### src/rtl/xosera_bus_host_pkg.sv
// Shared Xosera bus definitions: strobe/direction levels, FSM states and
// the latched request record used by the host-side bus initiator.
package xosera_bus_host_pkg;

    localparam logic cs_ENABLED  = 1'b0;
    localparam logic cs_DISABLED = 1'b1;
    localparam logic RnW_READ    = 1'b1;
    localparam logic RnW_WRITE   = 1'b0;

    typedef enum logic [2:0] {
        IDLE   = 3'd0,
        SETUP  = 3'd1,
        STROBE = 3'd2,
        HOLD   = 3'd3,
        DONE   = 3'd4
    } bus_state_t;

    typedef struct packed {
        logic        rd_nwr;
        logic [3:0]  reg_num;
        logic [1:0]  bytes;    // bit1 = even/MSB, bit0 = odd/LSB
        logic [15:0] data;     // [15:8] = even byte
    } bus_req_t;

    function automatic int max3(input int a, input int b, input int c);
        int m;
        m = (a > b) ? a : b;
        return (m > c) ? m : c;
    endfunction

    // Odd byte lives in the low half of the 16-bit word.
    function automatic logic [7:0] sel_byte(input logic [15:0] d, input logic odd);
        return odd ? d[7:0] : d[15:8];
    endfunction

endpackage

### src/rtl/xosera_bus_host.sv
// Host-side initiator for the Xosera 8-bit register bus. Splits a 16-bit
// register access into one or two byte strobes, even byte first.
//
//  state  | meaning
//  -------+-----------------------------------------------------------
//  IDLE   | ready for a request, bus quiet
//  SETUP  | address/control/write data driven, cs_n high
//  STROBE | cs_n low; read data captured on the last cycle's edge
//  HOLD   | cs_n high, address/data held
//  DONE   | one-cycle response pulse; not ready, gives bus turnaround
module xosera_bus_host
    import xosera_bus_host_pkg::*;
#(
    parameter int SETUP_CYCLES  = 1,
    parameter int STROBE_CYCLES = 2,
    parameter int HOLD_CYCLES   = 1
) (
    input  logic        clk,
    input  logic        reset_i,
    input  logic        req_valid_i,
    output logic        req_ready_o,
    input  logic        req_rd_nwr_i,
    input  logic [3:0]  req_reg_num_i,
    input  logic [1:0]  req_bytes_i,
    input  logic [15:0] req_data_i,
    output logic        rsp_valid_o,
    output logic [15:0] rsp_data_o,
    output logic        busy_o,
    output logic        bus_cs_n_o,
    output logic        bus_rd_nwr_o,
    output logic        bus_bytesel_o,
    output logic [3:0]  bus_reg_num_o,
    output logic [7:0]  bus_data_o,
    output logic        bus_data_oe_o,
    input  logic [7:0]  bus_data_i
);

    localparam int MAX_CYC = max3(SETUP_CYCLES, STROBE_CYCLES, HOLD_CYCLES);
    localparam int CW      = (MAX_CYC > 1) ? $clog2(MAX_CYC) : 1;

    bus_state_t    r_state;
    bus_state_t    w_state_next;
    bus_req_t      r_req;
    logic [CW-1:0] r_cnt;
    logic [CW-1:0] w_cnt_init;
    logic          r_second;
    logic [15:0]   r_acc;

    logic          r_cs_n;
    logic          r_rd_nwr;
    logic          r_bytesel;
    logic [3:0]    r_reg_num;
    logic [7:0]    r_data_o;
    logic          r_oe;
    logic          r_rsp_valid;
    logic          r_busy;

    logic          w_accept;
    logic          w_tc;
    logic          w_more;
    logic          w_setup_to_strobe;
    logic          w_strobe_to_hold;
    logic          w_hold_to_setup;
    logic          w_enter_done;

    // Next-state decode and the reload value for the shared down-counter.
    always_comb begin
        w_state_next = r_state;
        w_accept     = 1'b0;
        w_cnt_init   = '0;
        w_tc         = (r_cnt == '0);
        w_more       = (r_req.bytes == 2'b11) && !r_second;
        case (r_state)
            IDLE: begin
                if (req_valid_i) begin
                    w_accept     = 1'b1;
                    w_state_next = (req_bytes_i == 2'b00) ? DONE : SETUP;
                end
            end
            SETUP:   if (w_tc) w_state_next = STROBE;
            STROBE:  if (w_tc) w_state_next = HOLD;
            HOLD:    if (w_tc) w_state_next = w_more ? SETUP : DONE;
            DONE:    w_state_next = IDLE;
            default: w_state_next = IDLE;
        endcase
        case (w_state_next)
            SETUP:   w_cnt_init = CW'(SETUP_CYCLES - 1);
            STROBE:  w_cnt_init = CW'(STROBE_CYCLES - 1);
            HOLD:    w_cnt_init = CW'(HOLD_CYCLES - 1);
            default: w_cnt_init = '0;
        endcase
    end

    assign w_setup_to_strobe = (r_state == SETUP)  && (w_state_next == STROBE);
    assign w_strobe_to_hold  = (r_state == STROBE) && (w_state_next == HOLD);
    assign w_hold_to_setup   = (r_state == HOLD)   && (w_state_next == SETUP);
    assign w_enter_done      = (r_state != DONE)   && (w_state_next == DONE);

    // State register and per-state down-counter (reloaded on every state change).
    always_ff @(posedge clk or posedge reset_i) begin
        if (reset_i) begin
            r_state <= IDLE;
            r_cnt   <= '0;
        end else begin
            r_state <= w_state_next;
            if (w_state_next != r_state) begin
                r_cnt <= w_cnt_init;
            end else if (r_cnt != '0) begin
                r_cnt <= r_cnt - 1'b1;
            end
        end
    end

    // Request latch, read accumulator and registered bus outputs.
    always_ff @(posedge clk or posedge reset_i) begin
        if (reset_i) begin
            r_req       <= '0;
            r_second    <= 1'b0;
            r_acc       <= '0;
            r_cs_n      <= cs_DISABLED;
            r_rd_nwr    <= RnW_READ;
            r_bytesel   <= 1'b0;
            r_reg_num   <= '0;
            r_data_o    <= '0;
            r_oe        <= 1'b0;
            r_rsp_valid <= 1'b0;
            r_busy      <= 1'b0;
        end else begin
            r_rsp_valid <= 1'b0;
            if (w_accept) begin
                r_req    <= {req_rd_nwr_i, req_reg_num_i, req_bytes_i, req_data_i};
                r_second <= 1'b0;
                r_acc    <= '0;
                r_busy   <= 1'b1;
                // A zero-byte request never touches the bus lines.
                if (req_bytes_i != 2'b00) begin
                    r_rd_nwr  <= req_rd_nwr_i;
                    r_reg_num <= req_reg_num_i;
                    r_bytesel <= !req_bytes_i[1];
                    r_data_o  <= sel_byte(req_data_i, !req_bytes_i[1]);
                    r_oe      <= (req_rd_nwr_i == RnW_WRITE);
                end
            end
            if (w_setup_to_strobe) begin
                r_cs_n <= cs_ENABLED;
            end
            if (w_strobe_to_hold) begin
                r_cs_n <= cs_DISABLED;
                if (r_req.rd_nwr == RnW_READ) begin
                    if (r_bytesel) begin
                        r_acc[7:0]  <= bus_data_i;
                    end else begin
                        r_acc[15:8] <= bus_data_i;
                    end
                end
            end
            // Second byte is always the odd one; oe stays up across the gap.
            if (w_hold_to_setup) begin
                r_second  <= 1'b1;
                r_bytesel <= 1'b1;
                r_rd_nwr  <= r_req.rd_nwr;
                r_reg_num <= r_req.reg_num;
                r_data_o  <= sel_byte(r_req.data, 1'b1);
            end
            if (w_enter_done) begin
                r_oe        <= 1'b0;
                r_busy      <= 1'b0;
                r_rsp_valid <= 1'b1;
            end
        end
    end

    assign req_ready_o   = (r_state == IDLE);
    assign rsp_valid_o   = r_rsp_valid;
    assign rsp_data_o    = r_acc;
    assign busy_o        = r_busy;
    assign bus_cs_n_o    = r_cs_n;
    assign bus_rd_nwr_o  = r_rd_nwr;
    assign bus_bytesel_o = r_bytesel;
    assign bus_reg_num_o = r_reg_num;
    assign bus_data_o    = r_data_o;
    assign bus_data_oe_o = r_oe;

endmodule
### config.mk
export PLATFORM = sky130hd
export DESIGN_NAME = xosera_bus_host
export DESIGN_NICKNAME = d
export VERILOG_FILES = /design/src/rtl/xosera_bus_host_pkg.sv /design/src/rtl/xosera_bus_host.sv
export SDC_FILE = /design/constraint.sdc
export NUM_CORES = 1
export LEC_CHECK = 0
export BUFFER_PORTS_ARGS = -buffer_cell sky130_fd_sc_hd__buf_2
export CORE_ASPECT_RATIO = 1.5
export CORE_UTILIZATION = 27
export DETAILED_ROUTE_END_ITERATION = 12
export PLACE_DENSITY_LB_ADDON = 0.3
export SETUP_SLACK_MARGIN = 0.2
export SLEW_MARGIN = 15
export SYNTH_ARGS = -nofsm -noshare
export SYNTH_HDL_FRONTEND = slang
export SYNTH_SLANG_ARGS = --single-unit
### constraint.sdc
create_clock -name clk -period 4.93 [get_ports clk]
set_input_delay 0.7395 -clock clk [delete_from_list [all_inputs] [get_ports clk]]
set_output_delay 0.7395 -clock clk [all_outputs]
set_load 0.1 [all_outputs]
==> results of run 1 <==
path summary, 6_finish.rpt:
kind | end | slack (ns) | depth (start not counted) | from
worst max-delay path | req_ready_o | 2.72 | 2 | r_state[1]$_DFF_PP0_
worst min-delay path | r_req[19]$_DFFE_PP0P_ | 0.48 | 2 | r_req[19]$_DFFE_PP0P_
worst max register to register | bus_data_o[0]$_DFFE_PP0P_ | 2.85 | 3 | r_state[0]$_DFF_PP0_
worst min register to register | r_req[19]$_DFFE_PP0P_ | 0.48 | 2 | r_req[19]$_DFFE_PP0P_
max in group asynchronous | rsp_valid_o$_DFF_PP0_ | 3.82 | 3 | reset_i
min in group asynchronous | rsp_data_o[14]$_DFF_PP0_ | 0.64 | 3 | reset_i
worst register-to-register path: stages, from the launching register on:
cell	delay [ns]
dfrtp_1	0.48
or4b_4	0.84
a2111oi_0	0.51
o31ai_1	0.12
cells by family after synthesis:
logic type | count (synthesis) | synth area share
multiplexers | 16 | 0.0650
AND/OR/NAND/NOR | 109 | 0.209
buffers and inverters | 29 | 0.0518
AO/OA/AOI/OAI | 47 | 0.125
flip-flops | 54 | 0.549
registers in the layout, summed over array words and instances, names as in the netlist, 3 cells and up:
name / cells
bus_reg_num_o: 4
r_req: 15
r_state: 3
rsp_data_o: 16
bus_data_o: 8
cell usage after synthesis:
| cell | instances | area (um2) |
|---|---|---|
| o22ai_1 | 2 | 12.5 |
| nand2_1 | 64 | 240 |
| buf_6 | 2 | 22.5 |
| nand4_1 | 1 | 6.26 |
| o31ai_1 | 10 | 75.1 |
| nor3_1 | 6 | 30.0 |
| dfstp_2 | 2 | 52.6 |
| o21ai_0 | 9 | 45.0 |
| mux2i_1 | 16 | 160 |
| a31oi_1 | 5 | 31.3 |
| a2bb2oi_1 | 1 | 8.76 |
| inv_1 | 10 | 37.5 |
| dfrtp_1 | 52 | 1300 |
| nand4bb_1 | 1 | 11.3 |
| a2111oi_0 | 8 | 70.1 |
| nor3b_1 | 1 | 7.51 |
| a21oi_1 | 10 | 50.1 |
| buf_2 | 3 | 15.0 |
| nand3_1 | 13 | 65.1 |
| nor4b_1 | 1 | 8.76 |
| nor2b_1 | 8 | 50.1 |
| or4b_4 | 1 | 13.8 |
| clkbuf_1 | 14 | 52.6 |
| nand3b_1 | 1 | 7.51 |
| or2_2 | 1 | 6.26 |
| nor2_1 | 4 | 15.0 |
| a22oi_1 | 1 | 7.51 |
| and3b_1 | 1 | 8.76 |
| a21o_1 | 1 | 7.51 |
| and2_1 | 1 | 6.26 |
| nor4bb_1 | 2 | 20.0 |
| or3_1 | 2 | 12.5 |
| nor4_1 | 1 | 6.26 |
routing by layer:
metal / share of wire / global-route usage
met1: 0.44 / 0.182
met2: 0.49 / 0.230
met3: 0.066 / 0.0337
met4: 0.0063 / 0.0413
met5: 0 / 0
per-stage QoR:
| step | instances | setup slack [ns] | instance area (um2) |
|---|---|---|---|
| floorplan | 255 | 1.64 | 2460 |
| global route | 426 | 2.65 | 3050 |
| CTS | 426 | 2.69 | 3050 |
| global placement | 418 | 2.66 | 2900 |
| finish | 426 | 2.72 | 3050 |
| detailed placement | 418 | 2.62 | 2900 |
area by class of cell:
cell class	count	area (um2)
sequential	54	1350
multi-input combinational	172	1000
clock buffer	6	129
clock inverter	2	17.5
timing repair buffer	72	370
tap	110	138
fill	930	5780
inverter	10	37.5
==> results.md, run 1 <==
- Num rows: 42
- Die height: 119 um
- Synthesis-stage register bit count: 54
- Worst Path Arrival: 1.47 ns
- Commonest non-fill, non-tap cell in the layout: buf_2
- Slew Limit Fails: 0
- Rel. slew slack: 0.384
- Maxcap violations: 0
- Total gr overflow: 0
- Crit path time final: 2.21 ns
- Synth Net Count: 289
- WS Path Type: reg2out
- Largest fanout on the critical path: 11
- Critical path capture point type: primary output
- Die ar.: 0.00952 mm2
- Max Clk Rate: 452 MHz
- Fin crit share: 0.449
- Most frequent cells in the layout: buf_2, nand2_1, dfrtp_1
- Drt pass-1 iters: 4
- Worst EP required: 4.19 ns
- Die width: 80.0 um
- CTS sink cnt: 54
- Drc violations: 0
- Final hold slack: 0.478 ns
- Syn_area_per_cell: 9.67 um2
- Slowest cell on the critical path: dfrtp_1
- Average routed wire per standard cell: 14.8 um
- Max Root-Sink Buffers: 2
- Top Family by Delay on Critical Path: flip-flops
- Seq/Total Area, Yosys: 0.549
- Layout cell share with drive strength beyond 1: 0.275
- Number of port buffers: 68
- Buf+Inv Stages, Crit Path: 1
- Max incr delay on CP: 0.49 ns
- RSZ-0062 raised after global routing: no
- Gpl congestion: 0.697
- Number of H-tree levels: 2
- Post-DRT Antenna Nets: 0
- Mapped Cells: 255
- Fin nets: 349
- Final core occ: 0.345
- Initial Util: 0.279
- Clock Skew: 0.00663 ns
- Type of origin of the critical path: flip-flop
- Aggregate negative setup slack: 0 ns
- Hpwl dp: 4.09 mm
- # setup viols final: 0
- Post-CTS setup buffer count: 0
- Hold Crit Class: reg2reg
- Cts hold-fix bufs: 0
- Gr usage total: 0.141
- Clock transition at path regs: 0.07 ns
- CTS tree: yes
- Worst-Margin Slew: 0.920 ns
- 1st-iter DRT viols: 95
- Vias per inst: 4.86
- P&R area growth vs syn: 23.7%
- Status: finished, final reports clean
- Vias in the first global route: 2093
- ANT cells: 0
- DR vias: 2069
- Final Hold Fails: 0
- Largest net degree at the start of global routing: 55
- Post_cts resized: 0
- Total wire length: 6.31 mm
- Netlist Area Pre-Place: 0.00246 mm2
- Root Driver: clkbuf_16
- IO Pins: 69
- Number of buffers created by CTS: 5
- Crit-path cells: nor3_1, buf_2
- Post-synth cell types: 33
- Ys Warns: 0
- First-pass GRT wire length: 10.4 mm
- Initial antenna violation count: 0
- Worst-Skew Late Latency: 0.29 ns
- Core Area: 0.00883 mm2
Power of run 1 is not shown: default switching activity piles up to over one toggle a cycle in this logic, so the estimate is an artifact.
==> run 2: changes to the inputs <==
==> constraint.sdc (replaced) <==
create_clock -name clk -period 2.3 [get_ports clk]
set_input_delay 0.345 -clock clk [delete_from_list [all_inputs] [get_ports clk]]
set_output_delay 0.345 -clock clk [all_outputs]
set_load 0.1 [all_outputs]
==> run 2 against run 1 <==
Final cell count grew 0.94%. Design area increased by 1.2%. First-iteration DRC count is 39% lower. Utilization increased by 0.43 points.
==> results.md, run 2 (synthesized netlist as in run 1, its figures left out) <==
- Rel. slew slack: 0.541
- Type of origin of the critical path: flip-flop
- Max Clk Rate: 514 MHz
- Num rows: 42
- WS Path Type: reg2reg
- P&R area growth vs syn: 25.2%
- IO Pins: 69
- Largest fanout on the critical path: 31
- Post-CTS setup buffer count: 0
- Number of buffers created by CTS: 5
- Most frequent cells in the layout: buf_2, nand2_1, dfrtp_1
- # setup viols final: 0
- ANT cells: 0
- Aggregate negative setup slack: 0 ns
- Clock Skew: 0.00568 ns
- Reg2Reg Depth: 3
- RSZ-0062 raised after global routing: no
- Clock transition at path regs: 0.07 ns
- 1st-iter DRT viols: 58
- Buf+Inv Stages, Crit Path: 0
- Multi-input gate area: 0.00101 mm2
- CTS sink cnt: 54
- Cts hold-fix bufs: 0
- Slew Limit Fails: 0
- Gpl congestion: 0.729
- Hold Crit Class: in2async
- Commonest non-fill, non-tap cell in the layout: buf_2
- Slowest cell on the critical path: or4b_4
- Fin crit share: 0.845
- Crit path time final: 1.94 ns
- Gr usage total: 0.144
- Layout Cells excl Fill: 430
- Number of H-tree levels: 2
- Fillers: 939
- Worst R2R Start: r_state[0]$_DFF_PP0_
- Core Area: 0.00883 mm2
- First-pass GRT wire length: 10.5 mm
- Vias in the first global route: 2054
- Root Driver: clkbuf_16
- Number of port buffers: 68
- Final Hold Fails: 0
- Largest net degree at the start of global routing: 55
- Max Root-Sink Buffers: 2
- Layout cell share with drive strength beyond 1: 0.288
- Fin nets: 353
- RR Endpoint: bus_data_o[1]$_DFFE_PP0P_
- Initial antenna violation count: 0
- Final core occ: 0.349
- Die ar.: 0.00952 mm2
- Status: finished, final reports clean
- Hpwl dp: 4.24 mm
- Vias per inst: 4.77
- Total gr overflow: 0
- Total wire length: 6.33 mm
- Die width: 80.0 um
- Max FFs per register: 16
- Drc violations: 0
- Die height: 119 um
- Average routed wire per standard cell: 14.7 um
- Worst EP required: 2.46 ns
- Maxcap violations: 0
- R2R Setup Slk: 0.36 ns
- DR vias: 2052
- Worst-Skew Late Latency: 0.29 ns
- Drt pass-1 iters: 4
- Max incr delay on CP: 0.76 ns
- Critical path capture point type: flip-flop
- Inst Count DP: 422
- Storage cell area: 0.00135 mm2
- Crit-path cells: or4b_4, a2111oi_0, o31ai_1
- Final hold slack: 0.241 ns
- Initial Util: 0.279
- CTS tree: yes
- Post-DRT Antenna Nets: 0
- Worst Path Arrival: 2.10 ns
- Worst-Margin Slew: 0.689 ns
- Top Family by Delay on Critical Path: simple AND/OR/NAND/NOR gates
run 2: what timing repair did:
item | 4_1_cts | 5_1_grt
gates resized for setup | 0 | 1
endpoints found under the hold margin | 0 | 0
setup endpoints to repair | 0 | 2
run 2: final cells by class:
type / instances / area share
Clock buffer: 7 / 0.0462
Clock inverter: 1 / 0.00162
Inverter: 10 / 0.0122
Multi-Input combinational cell: 172 / 0.327
Sequential cell: 54 / 0.439
Tap cell: 110 / 0.0446
Timing Repair Buffer: 76 / 0.130
run 2: through the flow:
stage                     cell area (um2)  setup WS (ns)
after floorplan                      2470          0.249
after global placement               2940          0.419
after detailed placement             2940          0.352
after CTS                            3080          0.347
after global routing                 3090          0.202
final                                3090          0.356
run 2: worst max-delay path by stage:
stage | start | endpoint | cells after the start
finish | r_state[0]$_DFF_PP0_ | bus_data_o[1]$_DFFE_PP0P_ | 3
global route | r_state[1]$_DFF_PP0_ | bus_data_o[0]$_DFFE_PP0P_ | 3
CTS | r_state[0]$_DFF_PP0_ | bus_data_o[0]$_DFFE_PP0P_ | 3
detailed placement | r_state[0]$_DFF_PP0_ | bus_data_o[1]$_DFFE_PP0P_ | 3
global placement | r_state[0]$_DFF_PP0_ | bus_data_o[0]$_DFFE_PP0P_ | 3
floorplan | r_state[1]$_DFF_PP0_ | req_ready_o | 2
run 2: routing by layer:
| metal | share of wire | track usage | up-vias | wire (um) |
|---|---|---|---|---|
| met2 | 0.47 | 0.229 | 60 | 2980 |
| met1 | 0.46 | 0.190 | 984 | 2900 |
| met5 | 0 | 0 | - | 0 |
| li1 | - | - | 1002 | - |
| met3 | 0.057 | 0.0360 | 6 | 359 |
| met4 | 0.013 | 0.0435 | 0 | 85 |
run 2: worst register-to-register path: cells and delay by family, from the launching register on:
family          cells  cell delay (ns)
flops               1             0.48
simple gates        1             0.76
compound gates      2             0.58
Power of run 2 is left out for the same reason.
